**config.mk**
```make
export PLATFORM = sky130hd
export DESIGN_NAME = simmem_linkedlist_bank_multi
export DESIGN_NICKNAME = d
export VERILOG_FILES = /design/src/rtl/simmem_linkedlist_bank_multi.sv
export SDC_FILE = /design/constraint.sdc
export NUM_CORES = 1
export LEC_CHECK = 0
export ABC_AREA = 1
export BUFFER_PORTS_ARGS = -buffer_cell sky130_fd_sc_hd__buf_4
export CAP_MARGIN = 20
export CORE_ASPECT_RATIO = 1.1
export CORE_MARGIN = 4
export CORE_UTILIZATION = 40
export DETAILED_ROUTE_END_ITERATION = 8
export MAX_ROUTING_LAYER = met4
export PLACE_DENSITY = 0.55
export SYNTH_ARGS = -nofsm -noshare
export SYNTH_HDL_FRONTEND = slang
export SYNTH_SLANG_ARGS = --single-unit
```
**constraint.sdc**
```tcl
create_clock -name clk_i -period 8.35 [get_ports clk_i]
set_input_delay 2.505 -clock clk_i [delete_from_list [all_inputs] [get_ports clk_i]]
set_output_delay 2.505 -clock clk_i [all_outputs]
set_load 0.05 [all_outputs]
```
**src/rtl/simmem_linkedlist_bank_multi.sv**
```systemverilog
// Shared-storage message bank holding one in-order linked list per AXI ID.
// Each stored entry carries a payload, a valid bit and a next pointer. Each ID
// keeps a head, a tail and a length. New messages take the lowest free entry.
// Releases read the head of the selected list with zero latency.
// Optional feature, enabled by defining SIMMEM_LLBANK_BYPASS_EN: when the
// selected list is empty and a message for that same ID arrives, the message
// is presented on the output in the same cycle. If the consumer accepts it in
// that cycle, it passes through without using a storage entry.
module simmem_linkedlist_bank_multi #(
    parameter int MessageWidth  = 32,
    parameter int IdWidth       = 2,
    parameter int TotalCapacity = 16
) (
    input  logic                               clk_i,
    input  logic                               rst_ni,
    input  logic                               in_valid_i,
    output logic                               in_ready_o,
    input  logic [IdWidth-1:0]                 in_id_i,
    input  logic [MessageWidth-1:0]            in_data_i,
    input  logic [IdWidth-1:0]                 out_id_i,
    output logic                               out_valid_o,
    input  logic                               out_ready_i,
    output logic [MessageWidth-1:0]            out_data_o,
    output logic [$clog2(TotalCapacity):0]     occupancy_o
);
    localparam int NumIds = 2 ** IdWidth;
    localparam int PtrW   = $clog2(TotalCapacity);
    localparam int LenW   = PtrW + 1;

    logic [MessageWidth-1:0] data_q [TotalCapacity];
    logic [TotalCapacity-1:0] valid_q, valid_d;
    logic [PtrW-1:0] next_q [TotalCapacity];
    logic [PtrW-1:0] next_d [TotalCapacity];
    logic [PtrW-1:0] head_q [NumIds];
    logic [PtrW-1:0] head_d [NumIds];
    logic [PtrW-1:0] tail_q [NumIds];
    logic [PtrW-1:0] tail_d [NumIds];
    logic [LenW-1:0] len_q  [NumIds];
    logic [LenW-1:0] len_d  [NumIds];

    logic [PtrW-1:0] alloc_idx;
    logic            free_any;
    logic [LenW-1:0] occ;
    logic [PtrW-1:0] sel_head;
    logic            stored_valid;
    logic            in_hs;
    logic            bypass;
    logic            bypass_take;
    logic            in_store;
    logic            out_rel;

    // Lowest-index free entry. A release frees its entry only at the next edge,
    // so a freed entry is never reallocated in the same cycle.
    always_comb begin
        alloc_idx = '0;
        free_any  = 1'b0;
        for (int i = TotalCapacity - 1; i >= 0; i--) begin
            if (!valid_q[i]) begin
                alloc_idx = PtrW'(i);
                free_any  = 1'b1;
            end
        end
    end

    // Occupancy is the population count of the valid bits.
    always_comb begin
        occ = '0;
        for (int i = 0; i < TotalCapacity; i++) begin
            occ = occ + LenW'(valid_q[i]);
        end
    end

    assign occupancy_o  = occ;
    assign in_ready_o   = free_any;
    assign in_hs        = in_valid_i & free_any;
    assign sel_head     = head_q[out_id_i];
    assign stored_valid = (len_q[out_id_i] != '0);

`ifdef SIMMEM_LLBANK_BYPASS_EN
    assign bypass      = in_hs & ~stored_valid & (in_id_i == out_id_i);
    assign bypass_take = bypass & out_ready_i;
`else
    assign bypass      = 1'b0;
    assign bypass_take = 1'b0;
`endif

    assign in_store = in_hs & ~bypass_take;
    assign out_rel  = stored_valid & out_ready_i;

    // Output view of the selected list: bypass payload, stored head, or zero.
    always_comb begin
        out_valid_o = stored_valid | bypass;
        out_data_o  = '0;
        if (bypass) begin
            out_data_o = in_data_i;
        end else if (stored_valid) begin
            out_data_o = data_q[sel_head];
        end
    end

    // List update. The release is applied first. The append then sees the
    // post-release length. This way a same-ID append into a list that the
    // release just emptied becomes both the new head and the new tail.
    always_comb begin
        valid_d = valid_q;
        next_d  = next_q;
        head_d  = head_q;
        tail_d  = tail_q;
        len_d   = len_q;
        if (out_rel) begin
            valid_d[sel_head] = 1'b0;
            head_d[out_id_i]  = next_q[sel_head];
            len_d[out_id_i]   = len_q[out_id_i] - LenW'(1);
        end
        if (in_store) begin
            valid_d[alloc_idx] = 1'b1;
            if (len_d[in_id_i] == '0) begin
                head_d[in_id_i] = alloc_idx;
            end else begin
                next_d[tail_q[in_id_i]] = alloc_idx;
            end
            tail_d[in_id_i] = alloc_idx;
            len_d[in_id_i]  = len_d[in_id_i] + LenW'(1);
        end
    end

    // Payload storage is not reset. Entries are only read while they are valid.
    always_ff @(posedge clk_i) begin
        if (in_store) begin
            data_q[alloc_idx] <= in_data_i;
        end
    end

    // Bookkeeping registers, cleared asynchronously.
    always_ff @(posedge clk_i or negedge rst_ni) begin
        if (!rst_ni) begin
            valid_q <= '0;
            for (int i = 0; i < TotalCapacity; i++) begin
                next_q[i] <= '0;
            end
            for (int j = 0; j < NumIds; j++) begin
                head_q[j] <= '0;
                tail_q[j] <= '0;
                len_q[j]  <= '0;
            end
        end else begin
            valid_q <= valid_d;
            next_q  <= next_d;
            head_q  <= head_d;
            tail_q  <= tail_d;
            len_q   <= len_d;
        end
    end

endmodule

```
==> flow_summary.toml <==
[die]
placeableCoreArea_um2 = 66600
die_w_um = 256
start_util = 0.405
num_rows = 99
ios = 79
die_area_um2 = 71700
die_h_um = 280

[route]
first_iter_violations = 1491
met1_length_um = 31200
viasPerCell = 5.68
drc = 0
wl_met2_um = 36800
ant_nets = 0
drt-pass1-iter-count = 5
drt-total-wl_um = 74300
vias = 18700
top_layer_used = "met4"
wl_met3_um = 4070
wl_per_cell_um = 22.6

[worst_setup_path]
cp.arrival_ns = 5.36
startpoint = "out_id_i[1]"
reg2reg_from = "len_q[1]"
r2r-end = "next_q[57]"
r2r_cells = 23
worst_path_largest_cell_delay_ns = 0.63
cp_max_fo = 258
path_delay_family = "buffers and inverters"
slowest_stage = "buf_12"
cp.depth = 14
setup.worst_path.class = "in2out"
worstPathRequired_ns = 5.85
cp-start-kind = "input pin"
worstPathCellList = "buf_4 -> inv_4 -> nand2_2 -> inv_2 -> nand2_1 -> nand2_1 -> a21oi_1 -> nand2_4 -> buf_12 -> nor3_1 -> nor3_1 -> o21ai_1 -> nor2_1 -> buf_4"
endpoint_kind = "output pin"
r2r_slack_ns = 4.04
cp-endpoint = "out_data_o[23]"
path_buf_inv = 5

[logic_synthesis]
synth-seq-cells = 644
netlist.top_cell.by_area = "edfxtp_1"
synth_edf_count = 512
ys_types = 36
synthesis.instances = 2310
syn_nets = 2368
synth_warnings = 0
ys_seq_area_frac = 0.692
synth_area_leaders = "edfxtp_1 57%, dfrtp_1 12%, nand2_1 6.4%"
synth_top_area_share = 0.570
synth.avg_cell_area_um2 = 11.7
async_flop_share = 0.205
netlist_area_um2 = 27000
synth_flop_cell = "edfxtp_1"

[grt]
track_usage = 0.211
grt_pass1_vias = 18500
antenna_found_initial = 2
grt_pass1_wl_um = 113000
grt-ovfl-total = 0
grt_max_degree = 259

[sta]
setup_slack_ns = 0.490
tns_ns = 0
worst_slew_pin_slew_ns = 1.39
slew_violations = 0
period_needed_ns = 7.86
max-slew-margin-rel = 0.0740
rsz0062_at_grt = "no"
clock.fmax_ghz = 0.127
fin_skew_ns = 0.0220
min_period_over_period = 0.941
hold_viol = 0
setup_viol = 0

[placement]
port-buffer-count = 78
routabilityCongestion = 0.952
placement.cell_area_um2 = 28700
dp_hpwl_um = 41100
dp.cells = 3157
place_ws_ns = 0.555

[flow_run]
max-cap-violations = 0

[power]
power_mw = 10.7
ir_drop_mv = 0.345
leakagePower_nw = 11.4
p_per_area_nw_per_um2 = 348

[cells_and_area]
area_growth_pct = 14.5
fill_cells = 6025
instances_no_fill = 3287
final_nets = 2429
drive_above_1_share = 0.119
layout_commonest_cell = "edfxtp_1"
finalInstanceArea_um2 = 30900
regArea_um2 = 18700
mostFrequentLayoutCells = "512 x edfxtp_1, 461 x nand2_1, 314 x nor3_1"
multiInputGateArea_um2 = 7520

[cts]
cts_hold_buf = 0
clk-insertion-delay-late_ns = 0.60
cts_max_path_buffers = 3
numClockSinks = 644
cts_setup_buffers = 0
cts_resized = 0
cts_buffers = 70
htree_levels = 3
cts_tree = "done"
clk_pin_slew_ns = 0.06
clock-root-buffer = "clkbuf_16"

[hold_path]
hp-class = "reg2reg"

[run_status]
outcome = "finished clean"
worst reg2reg max path, stage by stage (launching register included):
cell and delay [ns]:
dfrtp_1 0.32, inv_1 0.06, o21ai_0 0.16, nor2_1 0.10
ha_1 0.22, inv_1 0.08, nor2_2 0.06, nand3_4 0.05
buf_4 0.60, nand3_2 0.54, nand2_1 0.16, o21ai_0 0.12
nand2_1 0.08, nand2_1 0.05, nor2_1 0.29, inv_1 0.08
ha_1 0.21, inv_1 0.10, nor2_4 0.06, nand3_2 0.08
buf_12 0.28, nand3_1 0.32, nand2_1 0.13, nand2_1 0.06
cell type report:
class	instances	area share
diodes	2	0.000162
clock buffers	84	0.0594
clock inverters	44	0.0121
inverters	87	0.0109
multi-input cells	1440	0.243
flip-flops and latches	644	0.604
well taps	858	0.0347
repair buffers	128	0.0351
per-layer routing:
| metal | vias to the layer above | GRT usage |
|---|---|---|
| met5 | - | - |
| met4 | 0 | 0.0751 |
| met1 | 9310 | 0.267 |
| met2 | 578 | 0.350 |
| met3 | 141 | 0.0316 |
| li1 | 8639 | - |
cell usage after synthesis (38+ instances only):
master    count
o22ai_1     152
nand3_1      85
nand2_1     463
nand4_1      88
nor2_1       92
dfrtp_1     132
nor3_1      314
clkbuf_1     83
edfxtp_1    512
inv_1        73
o21ai_0      86
buf_2        38
o31ai_1      73
state kept, by name, summed over array words and instances, names as in the netlist:
| register | flops |
|---|---|
| data_q | 512 |
| next_q | 64 |
| len_q | 20 |
| head_q | 16 |
| tail_q | 16 |
| valid_q | 16 |
cell families (layout without fill, tap and decap cells):
kind of cell	after synthesis	in the layout	synth area share
buf+inv	226	343	0.0350
xor+xnor	3	3	0.000974
compound gates	347	347	0.0794
other cells	0	2	0
flops	644	644	0.692
fa+ha+maj	18	18	0.0111
simple gates	1072	1072	0.181
where the power goes:
| group | total, mW | internal, mW | leakage (nW) | switching, mW |
|---|---|---|---|---|
| Combinational | 3.83 | 1.05 | 3.94 | 2.78 |
| Clock | 2.97 | 1.71 | 1.09 | 1.26 |
| Sequential | 3.94 | 3.80 | 6.39 | 0.143 |
how the worst min path moves through the flow:
stage	from	to	slack, ns	cells after the start
final	next_q[27]	next_q[27]	0.47	2
after global routing	next_q[27]	next_q[27]	0.49	2
after CTS	next_q[44]	next_q[44]	0.47	2
after detailed placement	next_q[58]	next_q[58]	0.46	2
after global placement	next_q[23]	next_q[23]	0.45	2
after floorplan	next_q[0]	next_q[0]	0.44	2
metrics by stage:
step | utilization | hold WS (ns)
3_3_place_gp | 0.431 | 0.455
2_1_floorplan | - | 0.442
6_report | 0.464 | 0.471
3_5_place_dp | 0.431 | 0.459
4_1_cts | 0.464 | 0.474
5_1_grt | 0.464 | 0.493
(Power assumes the default switching activity.)
